File: src/rtl/cpu_fetch_decode_if.sv
// Shared cpu encodings and the stream/decoded-instruction bus between the
// instruction source, the fetch/decode sequencer and the downstream monitor.
package cpu_pkg;
    typedef enum logic [2:0] {
        NOP   = 3'd0,
        LOAD  = 3'd1,
        STORE = 3'd2,
        ADD   = 3'd3,
        SUB   = 3'd4,
        JMP   = 3'd5,
        HALT  = 3'd7
    } instr_e;

    typedef enum logic [1:0] {
        FETCH   = 2'd0,
        DECODE  = 2'd1,
        EXECUTE = 2'd2,
        HALTED  = 2'd3
    } mode_e;

    typedef enum logic [1:0] {
        NONE = 2'd0,
        RAM  = 2'd1,
        ROM  = 2'd2,
        IO   = 2'd3
    } resource_e;
endpackage

interface cpu_fetch_decode_if #(
    parameter int ERR_W = 8
);
    import cpu_pkg::*;

    logic             in_valid;
    logic             in_ready;
    logic [15:0]      in_word;
    logic             out_valid;
    logic             out_ready;
    logic [15:0]      addr;
    logic [15:0]      data;
    instr_e           instr;
    mode_e            mode;
    resource_e        resource;
    logic             illegal_op;
    logic [ERR_W-1:0] err_cnt;

    // master: word source and decoded-instruction consumer
    modport master (
        output in_valid, in_word, out_ready,
        input  in_ready, out_valid, addr, data, instr, mode, resource,
               illegal_op, err_cnt
    );

    // slave: the sequencer itself
    modport slave (
        input  in_valid, in_word, out_ready,
        output in_ready, out_valid, addr, data, instr, mode, resource,
               illegal_op, err_cnt
    );
endinterface

File: src/rtl/cpu_fetch_decode.sv
// Fetch/decode sequencer: assembles one- or two-word instructions from a
// 16-bit word stream and presents one decoded instruction at a time.
module cpu_fetch_decode
    import cpu_pkg::*;
#(
    parameter logic [3:0] IO_NIBBLE = 4'hF,
    parameter int         ERR_W     = 8
) (
    input  logic               clk,
    input  logic               rst_n,
    cpu_fetch_decode_if.slave  bus
);

    localparam logic [2:0] OP_ILLEGAL = 3'd6;

    mode_e            state_reg;
    instr_e           pend_op_reg;
    logic [12:0]      pend_imm_reg;
    logic             out_valid_reg;
    logic [15:0]      addr_reg;
    logic [15:0]      data_reg;
    instr_e           instr_reg;
    resource_e        resource_reg;
    logic             illegal_reg;
    logic [ERR_W-1:0] err_cnt_reg;

    logic             in_ready_next;
    logic             in_xfer;
    logic [2:0]       in_op;
    logic             in_two_word;

    function automatic resource_e decode_resource(input instr_e op, input logic [15:0] a);
        resource_e r;
        r = NONE;
        case (op)
            LOAD, STORE, ADD, SUB: begin
                if (!a[15])
                    r = RAM;
                else if (a[15:12] == IO_NIBBLE)
                    r = IO;
                else
                    r = ROM;
            end
            default: r = NONE;
        endcase
        return r;
    endfunction

    // Ready depends only on state so the upstream never sees a valid->ready loop.
    always_comb begin
        in_ready_next = 1'b0;
        if (state_reg == FETCH || state_reg == DECODE)
            in_ready_next = 1'b1;
    end

    assign in_xfer     = bus.in_valid && in_ready_next;
    assign in_op       = bus.in_word[15:13];
    assign in_two_word = (in_op >= 3'd1) && (in_op <= 3'd5);

    always_ff @(posedge clk) begin
        if (!rst_n) begin
            state_reg     <= FETCH;
            pend_op_reg   <= NOP;
            pend_imm_reg  <= '0;
            out_valid_reg <= 1'b0;
            addr_reg      <= '0;
            data_reg      <= '0;
            instr_reg     <= NOP;
            resource_reg  <= NONE;
            illegal_reg   <= 1'b0;
            err_cnt_reg   <= '0;
        end else begin
            illegal_reg <= 1'b0;
            case (state_reg)
                FETCH: begin
                    if (in_xfer) begin
                        if (in_op == OP_ILLEGAL) begin
                            illegal_reg <= 1'b1;
                            if (!(&err_cnt_reg))
                                err_cnt_reg <= err_cnt_reg + 1'b1;
                        end else if (in_two_word) begin
                            pend_op_reg  <= instr_e'(in_op);
                            pend_imm_reg <= bus.in_word[12:0];
                            state_reg    <= DECODE;
                        end else begin
                            addr_reg      <= '0;
                            data_reg      <= {3'b000, bus.in_word[12:0]};
                            instr_reg     <= instr_e'(in_op);
                            resource_reg  <= NONE;
                            out_valid_reg <= 1'b1;
                            state_reg     <= EXECUTE;
                        end
                    end
                end
                DECODE: begin
                    if (in_xfer) begin
                        addr_reg      <= bus.in_word;
                        data_reg      <= {3'b000, pend_imm_reg};
                        instr_reg     <= pend_op_reg;
                        resource_reg  <= decode_resource(pend_op_reg, bus.in_word);
                        out_valid_reg <= 1'b1;
                        state_reg     <= EXECUTE;
                    end
                end
                EXECUTE: begin
                    if (bus.out_ready) begin
                        out_valid_reg <= 1'b0;
                        state_reg     <= (instr_reg == HALT) ? HALTED : FETCH;
                    end
                end
                HALTED: begin
                    state_reg <= HALTED;
                end
                default: state_reg <= FETCH;
            endcase
        end
    end

    assign bus.in_ready   = in_ready_next;
    assign bus.out_valid  = out_valid_reg;
    assign bus.addr       = addr_reg;
    assign bus.data       = data_reg;
    assign bus.instr      = instr_reg;
    assign bus.mode       = state_reg;
    assign bus.resource   = resource_reg;
    assign bus.illegal_op = illegal_reg;
    assign bus.err_cnt    = err_cnt_reg;

endmodule
File: src/flat_wrapper.sv
// flat-port wrapper written by rule: the top's interface ports become plain ports
module cpu_fetch_decode_flat import cpu_pkg::*;
#(
    parameter logic [3:0] IO_NIBBLE = 4'hF,
    parameter int         ERR_W     = 8
)
  (clk, rst_n, bus_in_valid, bus_in_word, bus_out_ready, bus_in_ready, bus_out_valid, bus_addr, bus_data, bus_instr, bus_mode, bus_resource, bus_illegal_op, bus_err_cnt);
  cpu_fetch_decode_if #(.ERR_W(ERR_W)) bus_i ();
  input  logic clk;
  input  logic rst_n;
  input wire logic [$bits(bus_i.in_valid)-1:0] bus_in_valid;
  input wire logic [$bits(bus_i.in_word)-1:0] bus_in_word;
  input wire logic [$bits(bus_i.out_ready)-1:0] bus_out_ready;
  output wire logic [$bits(bus_i.in_ready)-1:0] bus_in_ready;
  output wire logic [$bits(bus_i.out_valid)-1:0] bus_out_valid;
  output wire logic [$bits(bus_i.addr)-1:0] bus_addr;
  output wire logic [$bits(bus_i.data)-1:0] bus_data;
  output wire logic [$bits(bus_i.instr)-1:0] bus_instr;
  output wire logic [$bits(bus_i.mode)-1:0] bus_mode;
  output wire logic [$bits(bus_i.resource)-1:0] bus_resource;
  output wire logic [$bits(bus_i.illegal_op)-1:0] bus_illegal_op;
  output wire logic [$bits(bus_i.err_cnt)-1:0] bus_err_cnt;
  assign bus_i.in_valid = bus_in_valid;
  assign bus_i.in_word = bus_in_word;
  assign bus_i.out_ready = bus_out_ready;
  assign bus_in_ready = bus_i.in_ready;
  assign bus_out_valid = bus_i.out_valid;
  assign bus_addr = bus_i.addr;
  assign bus_data = bus_i.data;
  assign bus_instr = bus_i.instr;
  assign bus_mode = bus_i.mode;
  assign bus_resource = bus_i.resource;
  assign bus_illegal_op = bus_i.illegal_op;
  assign bus_err_cnt = bus_i.err_cnt;
  cpu_fetch_decode #(.IO_NIBBLE(IO_NIBBLE), .ERR_W(ERR_W)) u_core (.clk(clk), .rst_n(rst_n), .bus(bus_i));
endmodule
File: config.mk
export PLATFORM = sky130hd
export DESIGN_NAME = cpu_fetch_decode_flat
export DESIGN_NICKNAME = d
export VERILOG_FILES = /design/src/rtl/cpu_fetch_decode_if.sv /design/src/rtl/cpu_fetch_decode.sv /design/src/flat_wrapper.sv
export SDC_FILE = /design/constraint.sdc
export NUM_CORES = 1
export LEC_CHECK = 0
export BUFFER_PORTS_ARGS = -buffer_cell sky130_fd_sc_hd__buf_4
export CORE_MARGIN = 3
export CORE_UTILIZATION = 25
export CTS_BUF_LIST = sky130_fd_sc_hd__clkbuf_8
export CTS_CLUSTER_SIZE = 14
export DETAILED_ROUTE_END_ITERATION = 6
export GPL_ROUTABILITY_DRIVEN = 1
export PLACE_DENSITY = 0.46
export SLEW_MARGIN = 5
export SYNTH_ARGS = -nofsm -noshare
export SYNTH_HDL_FRONTEND = slang
export SYNTH_SLANG_ARGS = --single-unit
File: constraint.sdc
create_clock -name clk -period 1.9 [get_ports clk]
set_clock_uncertainty 0.2 [all_clocks]
set_input_delay 0.19 -clock clk [delete_from_list [all_inputs] [get_ports clk]]
set_output_delay 0.19 -clock clk [all_outputs]
set_load 0.005 [all_outputs]
* After elaboration in Yosys (flattened, before gate mapping)
Cells that the tools add are included.
Operators by class: add/sub/neg operators 1, $lt $le $gt $ge 2, equality and inequality tests 15, mux-type cells 38, bitwise gates (word level) 2, reductions and logical operators 14
Operator list (number):
- 16-bit 2-to-1 mux | 8
- 16-bit one-hot mux with 2 select lines | 2
- 2-bit 2-to-1 mux | 12
- 3-bit 2-to-1 mux | 4
- 4-bit AND reduction | 3
- 3-bit equality test (second input constant) | 3
- 8-bit by 1-bit adder with 8-bit output (second input constant) | 1
- 1-bit 2-to-1 mux | 8
- 2-bit one-hot mux with 4 select lines | 1
- 8-bit AND reduction | 1
- 3-bit by 2-bit equality test with 1-bit output (second input constant) | 2
- 2-bit != test (second input constant) | 3
- 3-bit one-hot mux with 2 select lines | 1
- 6-bit AND reduction | 1
- 5-bit AND reduction | 1
- 2-bit equality test (second input constant) | 2
- 4-bit equality test (second input constant) | 1
- 2-bit by 1-bit != test with 1-bit output (second input constant) | 2
- 2-bit one-hot mux with 2 select lines | 1
- 4-bit OR reduction | 1
- 3-bit by 1-bit equality test with 1-bit output (second input constant) | 1
- 3-bit by 1-bit greater-or-equal comparator with 1-bit output (second input constant) | 1
- 3-bit <= comparator (second input constant) | 1
- 1-bit one-hot mux with 3 select lines | 1
- other kinds (8) | 10
Word-level totals: bits in registers 65, input port bits 20, output and inout port bits 50, logic and storage cells 82

* Logic depth before layout (Yosys ltp)
Gate-level depths: netlist (run 1).
word-level depth 6, depth in mapped cells 7, gate-level depth less buffers 5

* Worst setup path before layout (run 1)
Ideal clock, no wire load.
path kind register to register, start reg u_core.state_reg[0] (netlist: u_core.bus.mode[0]), end reg u_core.pend_imm_reg[10], library setup time 128 ps, arrival 1555 ps, data required time 1572 ps, slack 18 ps, stages on the path, launching flop included 6, path buffers 2, clock period less this slack 1882 ps, cells stage by stage dfxtp_1 clkbuf_2 a2111oi_4 buf_6 mux2i_1 nor2_1
On the way: cells in the longest elaborated chain, start to end 5, elaborated cells on any way between the ends 6, those cells by class 1 x eq/ne; 1 x mux; 4 x reduce/logical
RTL lines:
- start, declared | line cpu_fetch_decode.sv:16 | mode_e state_reg;
- start signal, assigned | line cpu_fetch_decode.sv:108 | state_reg <= (instr_reg == HALT) ? HALTED : FETCH;
- 2-bit by 1-bit equality test with 1-bit output or 2-bit logical NOT (tied branches) | line cpu_fetch_decode.sv:52, cpu_fetch_decode.sv:74
- 1-bit logical OR | line cpu_fetch_decode.sv:52 | if (state_reg == FETCH || state_reg == DECODE)
- 1-bit 2-to-1 mux | line cpu_fetch_decode.sv:52
- 1-bit logical AND | line cpu_fetch_decode.sv:56 | assign in_xfer = bus.in_valid && in_ready_next;
- 4-bit AND reduction (no source line) (*)
- end signal, assigned | line cpu_fetch_decode.sv:83 | pend_imm_reg <= bus.in_word[12:0];
- end, declared | line cpu_fetch_decode.sv:18 | logic [12:0] pend_imm_reg;
Every way passes the cells marked *; elsewhere a longest branch is shown, timed or not. A chain may end at the register's enable or synchronous reset.

* Final worst setup path (run 1)
start in bus_in_valid, end reg u_core.err_cnt_reg[7] (netlist: u_core.bus.err_cnt[7])
On the way: cells in the longest elaborated chain, start to end 2
RTL lines:
- start, declared | line flat_wrapper.sv:11 | input wire logic [$bits(bus_i.in_valid)-1:0] bus_in_valid;
- 1-bit logical AND | line cpu_fetch_decode.sv:56
- 4-bit AND reduction (no source line)
- end signal, assigned | line cpu_fetch_decode.sv:80 | err_cnt_reg <= err_cnt_reg + 1'b1;
- end, declared | line cpu_fetch_decode.sv:25 | logic [ERR_W-1:0] err_cnt_reg;
Every way passes these cells.

==> summary.md, run 1 <==
After synthesis, the netlist uses 40 different library cells. 70 I/O pins were placed. The power density over the cells works out to 838 mW/mm^2. The multiplexer fraction of the synthesized cell area is 12.7%, and the count of state elements after synthesis is 62. TritonCTS built the clock tree.

The number of input and output port buffers inserted was 66. The final route contains 2,267 vias. The logs give 471 for the total placed cells including tap cells and 0 for the number of antenna-violating nets in the routed design. Routability-driven placement finished with a final weighted congestion of 0.793. Counting along the longest clock path gives a buffer depth of 2. The total track usage was 12.6%; the final period utilization was 91.5%. The run gives 0 as the number of hold violations in the final report. The tightest min-delay check is of the in2reg type. The largest total area in the synthesized netlist belongs to sky130_fd_sc_hd__dfxtp_1. Setup violations remaining at the end of the flow were counted as 0. The register with the most flip-flops in the layout has 16 of them.

Adder-cell share of the synthesized area: 0.482%. The commonest non-fill, non-tap cell in the layout is sky130_fd_sc_hd__buf_4. Summed over its instances, the top area cell type makes up 47.8% of the synthesized netlist area. The global-route congestion overflow total was 0. Post-layout instance count excluding filler cells: 505.

The run gives 0 as the total of max-cap violations. Sequential cells burn 45.4% of the power. Fraction of layout cells with a size suffix above 1: 27.4%. The sequential share of the synthesized area was 47.8%. The source-to-sink clock delay at the later pin of the worst-skew pair was 330 ps; the data arrival at the endpoint of the critical path was 1820 ps. The combinational family with the most area after synthesis is simple AND/OR/NAND/NOR gates. Clock tree synthesis inserted a total of 9 buffers. Summing the areas of all and, or, nand and nor instances in the mapped netlist gives 17.2% of the synthesized area. The number of sinks handled by clock tree synthesis was 62. Clock-pin slew was measured on the worst setup and hold paths at 80 ps. The run finished with clean final reports. In the synthesized netlist, the number of instances is 282. The H-tree level count is 3, and the final net count is 388.

The worst setup path is launched from an input pin. The number of max-slew violations in the final report was 0. The library cells used most frequently in the layout, excluding fill and tap cells, are 73 x sky130_fd_sc_hd__buf_4, 61 x sky130_fd_sc_hd__dfxtp_1, 39 x sky130_fd_sc_hd__nor2_1. The run gives 88 as the initial DRC count. By area the synthesized netlist is led by sky130_fd_sc_hd__dfxtp_1 48%, sky130_fd_sc_hd__mux2i_1 13%, sky130_fd_sc_hd__nor2_1 5.6%, sky130_fd_sc_hd__a21oi_1 4.6%, sky130_fd_sc_hd__a211oi_1 4.6%.

The run gives 0.00260 mm^2 as the netlist area before placement. The number of diodes added for antenna fixing came out at 0. Placement row count: 36. The die span in y is 108 um, and the total of warnings raised by yosys is 0. The first global-routing pass estimated 11.6 mm of wire. The first detailed-routing pass took 5 iterations. Setup repair after global routing left no endpoint under its margin.

The run gives 0 as the initial antenna violation count. The required time of the worst setup path is 1980 ps, and the shortest clock period the worst path allows after layout is 1740 ps. The tools report the post-detailed-placement cell area as 0.00329 mm^2. Ratio of routed vias to standard cells: 4.49. CTS placed an instance of sky130_fd_sc_hd__clkbuf_8 at the clock tree root.

The number of setup buffers added after CTS is 0. The setup TNS is 0 ps, and the complex-gate fraction of the synthesized area is 14.9%. Once layout is done, the placed cells without fillers occupy 0.00368 mm^2. The initial utilization of the core area, before any placement, comes to 26.1%.

The net switching share of the total power is 26.9%. The maximum number of pins on one net before global-route repair came out at 61. The type of element capturing the critical path is a flip-flop. For the reported leakage power, the log shows 1.43 nW. In this run the worst path has a maximum fanout of 7. The internal power was 2.26 mW; the via count of the first global-routing pass was 2,188. The share of the synthesized netlist area taken by xor and xnor gates works out to 1.01%. The category of the critical setup timing path is in2reg.

For this run, design rule violations remaining after detail routing come to 0. A synthesized cell averages 9.21 um^2. The floorplan step defined a die boundary enclosing 0.0116 mm^2. Relative to the synthesized area, the layout overhead comes to 41.9%. After filler insertion, the fill cell instance count of the layout stands at 1,016. The worst-case IR drop observed on VDD is 0.300 mV. The wire-length estimate of the detail-placed layout is 4.94 mm. The floorplan step set the die width to 108 um. The detailed-route wire length per cell came out at 13.8 um. The tools report the timing-limited maximum frequency as 575 MHz.

The clock network accounts for 39.3% of the total power. Power share of the combinational group: 15.3%. For the net load switching power, the log shows 832 uW.

For this block, the routed nets add up to 6.95 mm of wire. The region available for standard cell placement spans 0.00995 mm^2.
## per-stage QoR
step	setup WS, ps	utilization, %	hold slack [ps]	power [mW]
6_report	161	37.0	13.3	3.09
5_1_grt	24.1	37.0	26.2	3.26
4_1_cts	121	37.0	2.34	3.13
3_5_place_dp	102	33.1	229	1.88
3_3_place_gp	114	33.1	223	1.88
2_1_floorplan	17.8	-	108	1.69
## synth_stat cells, drive strengths merged
library cell	count
and2	1
a41o	2
and3	2
o2111ai	1
a21oi	24
nand2	21
clkinv	1
a211oi	16
nor2b	1
buf	14
o31a	1
inv	4
nand3	20
dfxtp	62
a31oi	1
and4bb	1
ha	1
mux2i	33
conb	1
xnor2	1
clkbuf	10
nand4	5
and4	1
o21ai	3
or4	1
a2111oi	1
nand2b	1
or3	2
o31ai	3
nor2	40
a311oi	2
a41oi	1
xor2	2
nor3	1
o211ai	1
## logic make-up (layout without fill, tap and decap cells)
| family | count (synthesis) | in the layout |
|---|---|---|
| xor gates and xnor gates | 3 | 3 |
| and+or+nand+nor | 97 | 97 |
| muxes | 33 | 33 |
| AOI/OAI and AO/OA | 56 | 56 |
| buffers and inverters | 29 | 117 |
| adders and majority gates | 1 | 1 |
| DFF | 62 | 62 |
| other | 1 | 3 |
## critical path, cell delays in order
cell,delay (ps)
sky130_fd_sc_hd__dlygate4sd3_1,530
sky130_fd_sc_hd__buf_4,110
sky130_fd_sc_hd__nor2b_2,150
sky130_fd_sc_hd__buf_4,160
sky130_fd_sc_hd__nand3_1,60
sky130_fd_sc_hd__or4_1,460
sky130_fd_sc_hd__a21oi_1,140
## power by group through the flow
stage / clock [mW] / combinational [mW] / sequential (mW)
finish: 1.21 / 0.471 / 1.40
global route: 1.32 / 0.524 / 1.41
CTS: 1.25 / 0.480 / 1.40
detailed placement: 0 / 0.448 / 1.43
global placement: 0 / 0.443 / 1.43
floorplan: 0 / 0.257 / 1.43
## routing by layer
metal  share of wire (%)  global-route usage (%)  wire length, um  vias to the layer above
met5                   0                       0                0                        -
met1                  51                    18.3             3550                     1043
met4                0.95                    5.41               66                        0
met2                  43                    17.5             3010                       49
met3                 4.8                    2.94              331                        4
li1                    -                       -                -                     1171
## path summary, 6_finish.rpt
kind | start | to | slack (ps) | cells past startpoint
max reg2reg | u_core.bus.err_cnt[1] | u_core.bus.err_cnt[1] | 160 | 6
min | bus_in_word[14] | u_core.pend_op_reg[1] | 10 | 3
min reg2reg | u_core.bus.addr[4] | u_core.bus.addr[4] | 260 | 2
max | bus_in_valid | u_core.bus.err_cnt[7] | 160 | 7
## cell type report
class	count	area, um^2	share of cell area (%)
Timing Repair Buffer	96	828	22.5
Tap cell	133	166	4.52
Inverter	5	18.8	0.509
Clock inverter	6	68.8	1.87
Multi-Input combinational cell	193	1220	33.2
Clock buffer	10	138	3.74
Sequential cell	62	1240	33.7
## what timing repair did
item                                    4_1_cts  5_1_grt
gates resized for setup                       0        2
hold buffers                                 18        0
endpoints found under the setup margin        0        2
hold endpoints to repair                     34        0
No activity file was read; power rests on OpenSTA's default activity.
==> run 2: changes to the inputs <==
- CORE_UTILIZATION: 25 -> 31
- PLACE_DENSITY: 0.46 -> 0.54
==> run 2 against run 1 <==
Effect of this change:
- cell area down 1.3%
- first-iteration DRC count shrank 20%
- non-clock buffer count stayed put
- via count shrank 0.97%
- worst hold slack is essentially flat
- core utilization is 8.9 points higher
- total power fell by 1.8%
- wire length down 5.2%
- critical endpoint unchanged
==> summary.md, run 2 (synthesis gave the netlist of run 1 again) <==
The flow ran to the end, and the final reports show no timing, DRC or antenna violations. Walking the worst path, the cells encountered are and4bb_2 > nand3_1 > or4_1 > a21oi_1. The net switching share of the total power was 26.1% (-0.87 points).

The number of hold violations in the final report was 0 (unchanged); the post-layout instance count excluding filler cells was 474 (-6.1%). Internal reg-to-reg setup slack: 150 ps (about the same). The I/O pin total came out at 70 (unchanged). The initial antenna violation count was 0 (unchanged).

Half-perimeter wire length after placement: 4.35 mm (-12%). The clock transition at the register clock pins on the worst setup and hold paths after CTS was 70 ps (about the same); the number of diodes added for antenna fixing was 0 (unchanged). The net load switching power was 791 uW (-5.0%); the number of setup buffers added after CTS was 0 (unchanged). The die span in y works out to 97.5 um (-9.6%).

The logs give 572 MHz (-0.52%) for the timing-limited maximum frequency and 2.24 mW (-0.67%) for the internal power. The largest fanout on the critical path was 7 (unchanged); the via count of the first global-routing pass was 2,201 (+0.59%). The logs give 2,245 (-0.97%) for the total number of vias and 0.00951 mm^2 (-18%) for the overall die area. For this design, the slowest cell found on the critical path is sky130_fd_sc_hd__or4_1. For the total track usage, the log shows 14.1% (+1.6 points). The data arrival at the endpoint of the critical path came out at 1800 ps (-20 ps). The fraction of layout cells with a size suffix above 1 is 26.6% (-0.81 points). The min-delay analysis places its worst path in the category in2reg. The setup-violating endpoint count in the final report was 0 (unchanged). The required time of the worst setup path was 1960 ps (-20 ps); the number of filler instances in the final layout was 780 (-23%). The final period utilization is 92.0% (+0.48 points). Relative to the synthesized area, the layout overhead comes to 40.1%. The power share of the combinational group is 15.5% (+0.2 points), and the number of input and output port buffers inserted is 66 (unchanged). The reported leakage power was 1.43 nW (-0.27%). The detailed-route wire length per cell was 13.9 um (+0.99%). Maximum resistive drop on vdd: 0.346 mV (+15%).

The critical path is of the reg2reg type. The setup TNS is 0 ps (unchanged), and the number of sinks handled by clock tree synthesis is 62 (unchanged). The first-pass iteration count of the detailed router was 4 (-1). The power density over the cells works out to 834 mW/mm^2 (-0.56%).

The post-detailed-route DRC marker count came out at 0 (unchanged). The flip-flop count of the largest register after layout works out to 16 (unchanged). The library cells used most frequently in the layout, excluding fill and tap cells, are 72 x sky130_fd_sc_hd__buf_4, 62 x sky130_fd_sc_hd__dfxtp_1, 39 x sky130_fd_sc_hd__nor2_1. The tools report the maximum number of pins on one net before global-route repair as 61 (unchanged). The peak per-stage delay on the critical path was 460 ps (-70 ps); the ratio of routed vias to standard cells was 4.74 (+5.5%). Leaving out fill and tap cells, the most frequent cell in the layout is sky130_fd_sc_hd__buf_4.

The shortest clock period the worst path allows after layout is 1750 ps (+9.15 ps). The worst setup path is captured at a flip-flop. The tools report the sequential fraction of design power as 46.3% (+0.9 points). The logs give 11.0 mm (-4.8%) for the wire length of the first global-routing pass and 9 (unchanged) for the number of clock buffers inserted by TritonCTS. The library cell used as clock root buffer was sky130_fd_sc_hd__clkbuf_8. The total of max-cap violations came out at 0 (unchanged).

Setup repair after global routing left no endpoint under its margin. The wire length after detailed routing was 6.59 mm (-5.2%); the last weighted congestion value of the routability-driven placer was 0.810 (+2.1%). The initial DRC count was 70 (-20%). The worst setup path is launched from a flip-flop.

For the final net count, the log shows 388 (unchanged). The source-to-sink clock delay at the later pin of the worst-skew pair is 320 ps (about the same), and the H-tree level count is 3 (unchanged). The initial cell density of the core is 32.7% (+6.7 points), and the global-route congestion overflow total is 0 (unchanged).

The tools report the number of antenna-violating nets in the routed design as 0 (unchanged). The number of buffers on the longest clock path came out at 2 (unchanged). TritonCTS built the clock tree.

The clock power share is 38.2% (-1.1 points). Placement row count: 32 (-11%). The number of max-slew violations in the final report is 0 (unchanged). The standard cell core area is 0.00793 mm^2 (-20%). Total placed cells including tap cells: 439 (-6.8%). Width of the die: 97.5 um (-9.6%).
==> run 2: timing repair <==
| action | in CTS | in global routing |
|---|---|---|
| resized for setup | 0 | 0 |
| hold endpoints to repair | 35 | 0 |
| hold buffers | 19 | 0 |
==> run 2: worst paths after layout <==
| kind | from | endpoint | cells past startpoint |
|---|---|---|---|
| max | u_core.bus.mode[0] | u_core.bus.err_cnt[7] | 4 |
| min | bus_in_word[15] | u_core.pend_op_reg[2] | 3 |
| max reg2reg | u_core.bus.mode[0] | u_core.bus.err_cnt[7] | 4 |
| min reg2reg | u_core.bus.addr[11] | u_core.bus.addr[11] | 2 |
==> run 2: worst max-delay path: cells and delay by family, from the launching register on <==
family / cells / cell delay, ps
flops: 1 / 390
compound gates: 1 / 150
simple gates: 3 / 940
==> run 2: layout make-up <==
cell class                      count  area (um^2)  area share, %
Clock buffer                       10          138           3.78
Clock inverter                      6         61.3           1.69
Inverter                            5         18.8          0.516
Multi-Input combinational cell    193         1220           33.5
Sequential cell                    62         1240           34.1
Tap cell                          102          128           3.51
Timing Repair Buffer               96          831           22.8
==> run 2: power groups by stage <==
stage	combinational, mW	sequential (mW)	clock, mW
6_report	0.471	1.40	1.16
5_1_grt	0.522	1.41	1.24
4_1_cts	0.477	1.40	1.19
3_5_place_dp	0.444	1.43	0
3_3_place_gp	0.442	1.43	0
2_1_floorplan	0.257	1.43	0
==> run 2: routing by layer <==
| metal | up-vias | part of all wire, % | GRT usage (%) |
|---|---|---|---|
| li1 | 1164 | - | - |
| met5 | - | 0 | 0 |
| met4 | 0 | 1.1 | 5.75 |
| met3 | 8 | 3.5 | 2.80 |
| met2 | 44 | 45 | 21.6 |
| met1 | 1029 | 51 | 19.4 |
==> run 2: metrics by stage <==
stage               area [um^2]  power [mW]  hold slack, ps  utilization (%)  setup WS [ps]
floorplan                  2600        1.69             108                -           17.8
global placement           3250        1.88             221             41.0            194
detailed placement         3250        1.88             221             41.0            151
CTS                        3640        3.07            4.87             45.9            149
global route               3640        3.18            34.7             45.9           25.4
finish                     3640        3.03            13.0             45.9            152
==> run 3: changes to the inputs <==
- ABC_AREA: not set -> 1
- PLACE_DENSITY: 0.54 -> 0.53
==> run 3 against run 2 <==
Effect of this change:
- total power rose by 29%
- non-clock buffer count up 1
- synthesized area up 7.9%
- combinational power rose to 2.7 times the previous value
- fmax fell by 2.6%
- synthesized cell count grew 50%
- critical path depth increased by 8
- final cell count up 31%
==> summary.md, run 3 <==
The count of cell types in the netlist was 21 (-48%). Critical path startpoint category: an input pin. The tools report the half-perimeter wire length after placement as 4.97 mm (+14%).

The tools report the initial cell density of the core as 32.0% (-0.78 points). The total of warnings raised by yosys is 0 (unchanged). The number of antenna-violating nets in the routed design is 0 (unchanged), and the cell count after synthesis is 422 (+50%). The maximum resistive drop on vdd was 0.391 mV (+13%); the required time of the worst setup path was 1930 ps (-30 ps). The standard cell core area came out at 0.00876 mm^2 (+11%). Most used flip-flop cell after synthesis: sky130_fd_sc_hd__dfxtp_1. Final period utilization: 94.5% (+2.5 points). Ranked by total cell area, the synthesized netlist is headed by sky130_fd_sc_hd__dfxtp_1 44%, sky130_fd_sc_hd__nand2_1 16%, sky130_fd_sc_hd__nor2_1 14%, sky130_fd_sc_hd__o21ai_0 8.2%, sky130_fd_sc_hd__a21oi_1 2.9%. H-tree level count: 3 (unchanged). The run gives 0.00124 mm^2 (+0.10%) as the sequential cell area. The total number of vias came out at 2,765 (+23%). The maximum number of pins on one net before global-route repair is 49 (-20%). The run gives 0 (unchanged) as the total of max-cap violations. The number of buffers on the longest clock path is 2 (unchanged), and the flip-flop count of the largest register after layout is 16 (unchanged). In the post-synthesis netlist, the cell with the most instances is sky130_fd_sc_hd__nand2_1.

The wire length after detailed routing is 7.84 mm (+19%). Multi-input logic area: 0.00135 mm^2 (+11%). Number of diodes added for antenna fixing: 0 (unchanged). The library cell used most frequently in the layout, excluding fill and tap cells, is sky130_fd_sc_hd__nand2_1. The initial DRC count is 123 (+76%), and the synthesized area divided by synthesized cell count is 6.64 um^2 (-28%). The logs give 12.0 mm (+9.0%) for the wire length of the first global-routing pass and 4 (unchanged) for the first-pass iteration count of the detailed router.

Setup TNS: 0 ps (unchanged). The clock transition at the register clock pins on the worst setup and hold paths after CTS works out to 70 ps (about the same). The netlist area before placement is 0.00280 mm^2 (+7.9%), and the sequential share of the synthesized area is 44.3% (-3.5 points). The worst setup path is captured at a flip-flop. The category of the critical setup timing path is in2reg. The tools report the number of max-slew violations in the final report as 0 (unchanged). The logs give 557 MHz (-2.6%) for the timing-limited maximum frequency and 0 (unchanged) for the setup-violating endpoint count in the final report. The width of the die is 101 um (+3.6%). The final net count came out at 530 (+37%).

The initial antenna violation count is 0 (unchanged), and the synthesis-to-finish area growth is 36.8%. Setup repair after global routing left no endpoint under its margin. The proportion of synthesized flip-flops having asynchronous set or reset is 0% (unchanged), and the detailed-route wire length per cell is 12.6 um (-9.4%). For the global-route congestion overflow total, the log shows 0 (unchanged). The post-detailed-route DRC marker count came out at 0 (unchanged). The number of synthesized flops with an enable pin came out at 0 (unchanged). The count of state elements after synthesis is 62 (unchanged). For the post-route core utilization, the log shows 43.7% (-2.2 points). The proportion of netlist area held by the largest area contributor was 44.3% (-3.5 points). TritonCTS built the clock tree.

The shortest clock period the worst path allows after layout is 1800 ps (+46.9 ps). The die span in y is 101 um (+3.6%). The tools report the number of sinks handled by clock tree synthesis as 62 (unchanged). Reported leakage power: 1.85 nW (+30%).

The number of input and output port buffers inserted was 66 (unchanged). Traced cell by cell, the critical path runs through dlygate4sd3_1 > buf_4 > inv_2 > nand3_2 > nand2_2 > nand2_2 > nor2_4 > buf_12 > buf_12 > nand2_1 > nand2_1 > nor2_1. The total track usage is 14.7% (+0.61 points). The run gives 944 (+21%) as the number of filler instances in the final layout. The via count of the first global-routing pass was 2,514 (+14%). The ratio of routed vias to standard cells is 4.45 (-6.1%).

Among cell families on the critical path, the largest total delay comes from buffers and inverters. The run finished with clean final reports. The power density over the cells is 1020 mW/mm^2 (+22%).

The data arrival at the endpoint of the critical path was 1830 ps (+30 ps). The slowest stage of the critical path belongs to the cell sky130_fd_sc_hd__dlygate4sd3_1. The run gives 9 (unchanged) as the number of clock buffers inserted by TritonCTS. The path class of the tightest hold or removal check is in2reg. The source-to-sink clock delay at the later pin of the worst-skew pair came out at 340 ps (+20 ps).

Counting instances in the post-synthesis netlist gives the leading cell types as 121 x sky130_fd_sc_hd__nand2_1, 104 x sky130_fd_sc_hd__nor2_1, 62 x sky130_fd_sc_hd__dfxtp_1. The logs give 0 (unchanged) for the number of hold violations in the final report and 0.0102 mm^2 (+7.4%) for the overall die area. The largest fanout on the critical path was 12 (+5); the last weighted congestion value of the routability-driven placer was 0.841 (+3.9%). The peak per-stage delay on the critical path is 540 ps (+80 ps). The fraction of layout cells with a size suffix above 1 was 21.4% (-5.2 points).

In the layout the commonest cells are 121 x sky130_fd_sc_hd__nand2_1, 104 x sky130_fd_sc_hd__nor2_1, 72 x sky130_fd_sc_hd__buf_4. Summed over all instances, the cell type with the most area after synthesis is sky130_fd_sc_hd__dfxtp_1. The tree is rooted in a sky130_fd_sc_hd__clkbuf_8.

The combined buffer and inverter count along the critical path is 5 (+5), and the I/O pin total is 70 (unchanged). The placement row count was 34 (+6.3%).
## run 3: cell types whose count changed in the layout (fill, tap and decap cells not counted), moves of 12 or more
| cell | change |
|---|---|
| sky130_fd_sc_hd__mux2i_1 | -33 |
| sky130_fd_sc_hd__nand3_1 | -12 |
| sky130_fd_sc_hd__inv_1 | +14 |
| sky130_fd_sc_hd__a211oi_1 | -16 |
| sky130_fd_sc_hd__nand2_1 | +100 |
| sky130_fd_sc_hd__nor2_1 | +65 |
| sky130_fd_sc_hd__o21ai_0 | +41 |
## run 3: worst paths after layout
kind                                 end              startpoint  cells past startpoint  slack (ps)
hold reg to reg   u_core.bus.resource[1]  u_core.bus.resource[1]                      2         270
setup reg to reg      u_core.bus.addr[9]      u_core.bus.mode[1]                     11         150
hold / removal        u_core.bus.addr[7]                   rst_n                      3          20
setup / recovery      u_core.bus.addr[9]         bus_in_word[14]                     12         100
## run 3: cells by family (layout without fill, tap and decap cells)
logic type,count (synthesis),count (layout),share of synthesized area [%]
flip-flops,62,62,44.3
AND/OR/NAND/NOR,244,244,34.5
adder cells (fa/ha/maj),1,1,0.447
buffers and inverters,47,137,8.04
AO/OA/AOI/OAI,63,63,11.3
other,1,3,0.134
XOR/XNOR,4,4,1.25
## run 3: per-stage QoR
step / std cells / instance area (um^2) / power [mW] / hold WS, ps / setup slack [ps]
global placement: 582 / 3370 / 2.73 / 239 / 207
global route: 622 / 3830 / 4.18 / 31.2 / 14.1
floorplan: 424 / 2810 / 2.30 / 125 / 318
CTS: 617 / 3730 / 3.79 / 20.7 / 35.0
detailed placement: 582 / 3370 / 2.74 / 244 / 196
finish: 622 / 3830 / 3.90 / 24.4 / 105
## run 3: layout make-up
cell class / instances / area share, %
Multi-Input combinational cell: 315 / 35.3
Sequential cell: 62 / 32.4
Timing Repair Buffer: 97 / 22.0
Clock buffer: 10 / 3.59
Tap cell: 108 / 3.53
Inverter: 24 / 2.35
Clock inverter: 6 / 0.784
## run 3: worst min-delay path, cell delays in order
cell	delay [ps]
sky130_fd_sc_hd__buf_4	200
sky130_fd_sc_hd__nand2_1	100
sky130_fd_sc_hd__nor2_1	30
## run 3: repair_timing
action	in CTS	in global routing
hold endpoints to repair	28	0
hold buffers	19	0
setup endpoints to repair	0	34
gates resized for setup	0	8
buffers inserted	0	1
## run 3: per-layer routing
metal | vias to the layer above | track usage (%) | share of wire, %
met4 | 0 | 5.83 | 1.0
met3 | 9 | 3.39 | 4.8
met1 | 1213 | 20.4 | 51
met2 | 63 | 22.1 | 43
li1 | 1480 | - | -
met5 | - | 0 | 0
## run 3: where the power goes
part	total [mW]	internal, mW	leakage, nW	switching, mW
logic	1.25	0.584	1.25	0.662
clock network	1.01	0.492	0.0944	0.517
registers	1.64	1.51	0.509	0.128
total	3.90	2.59	1.85	1.31
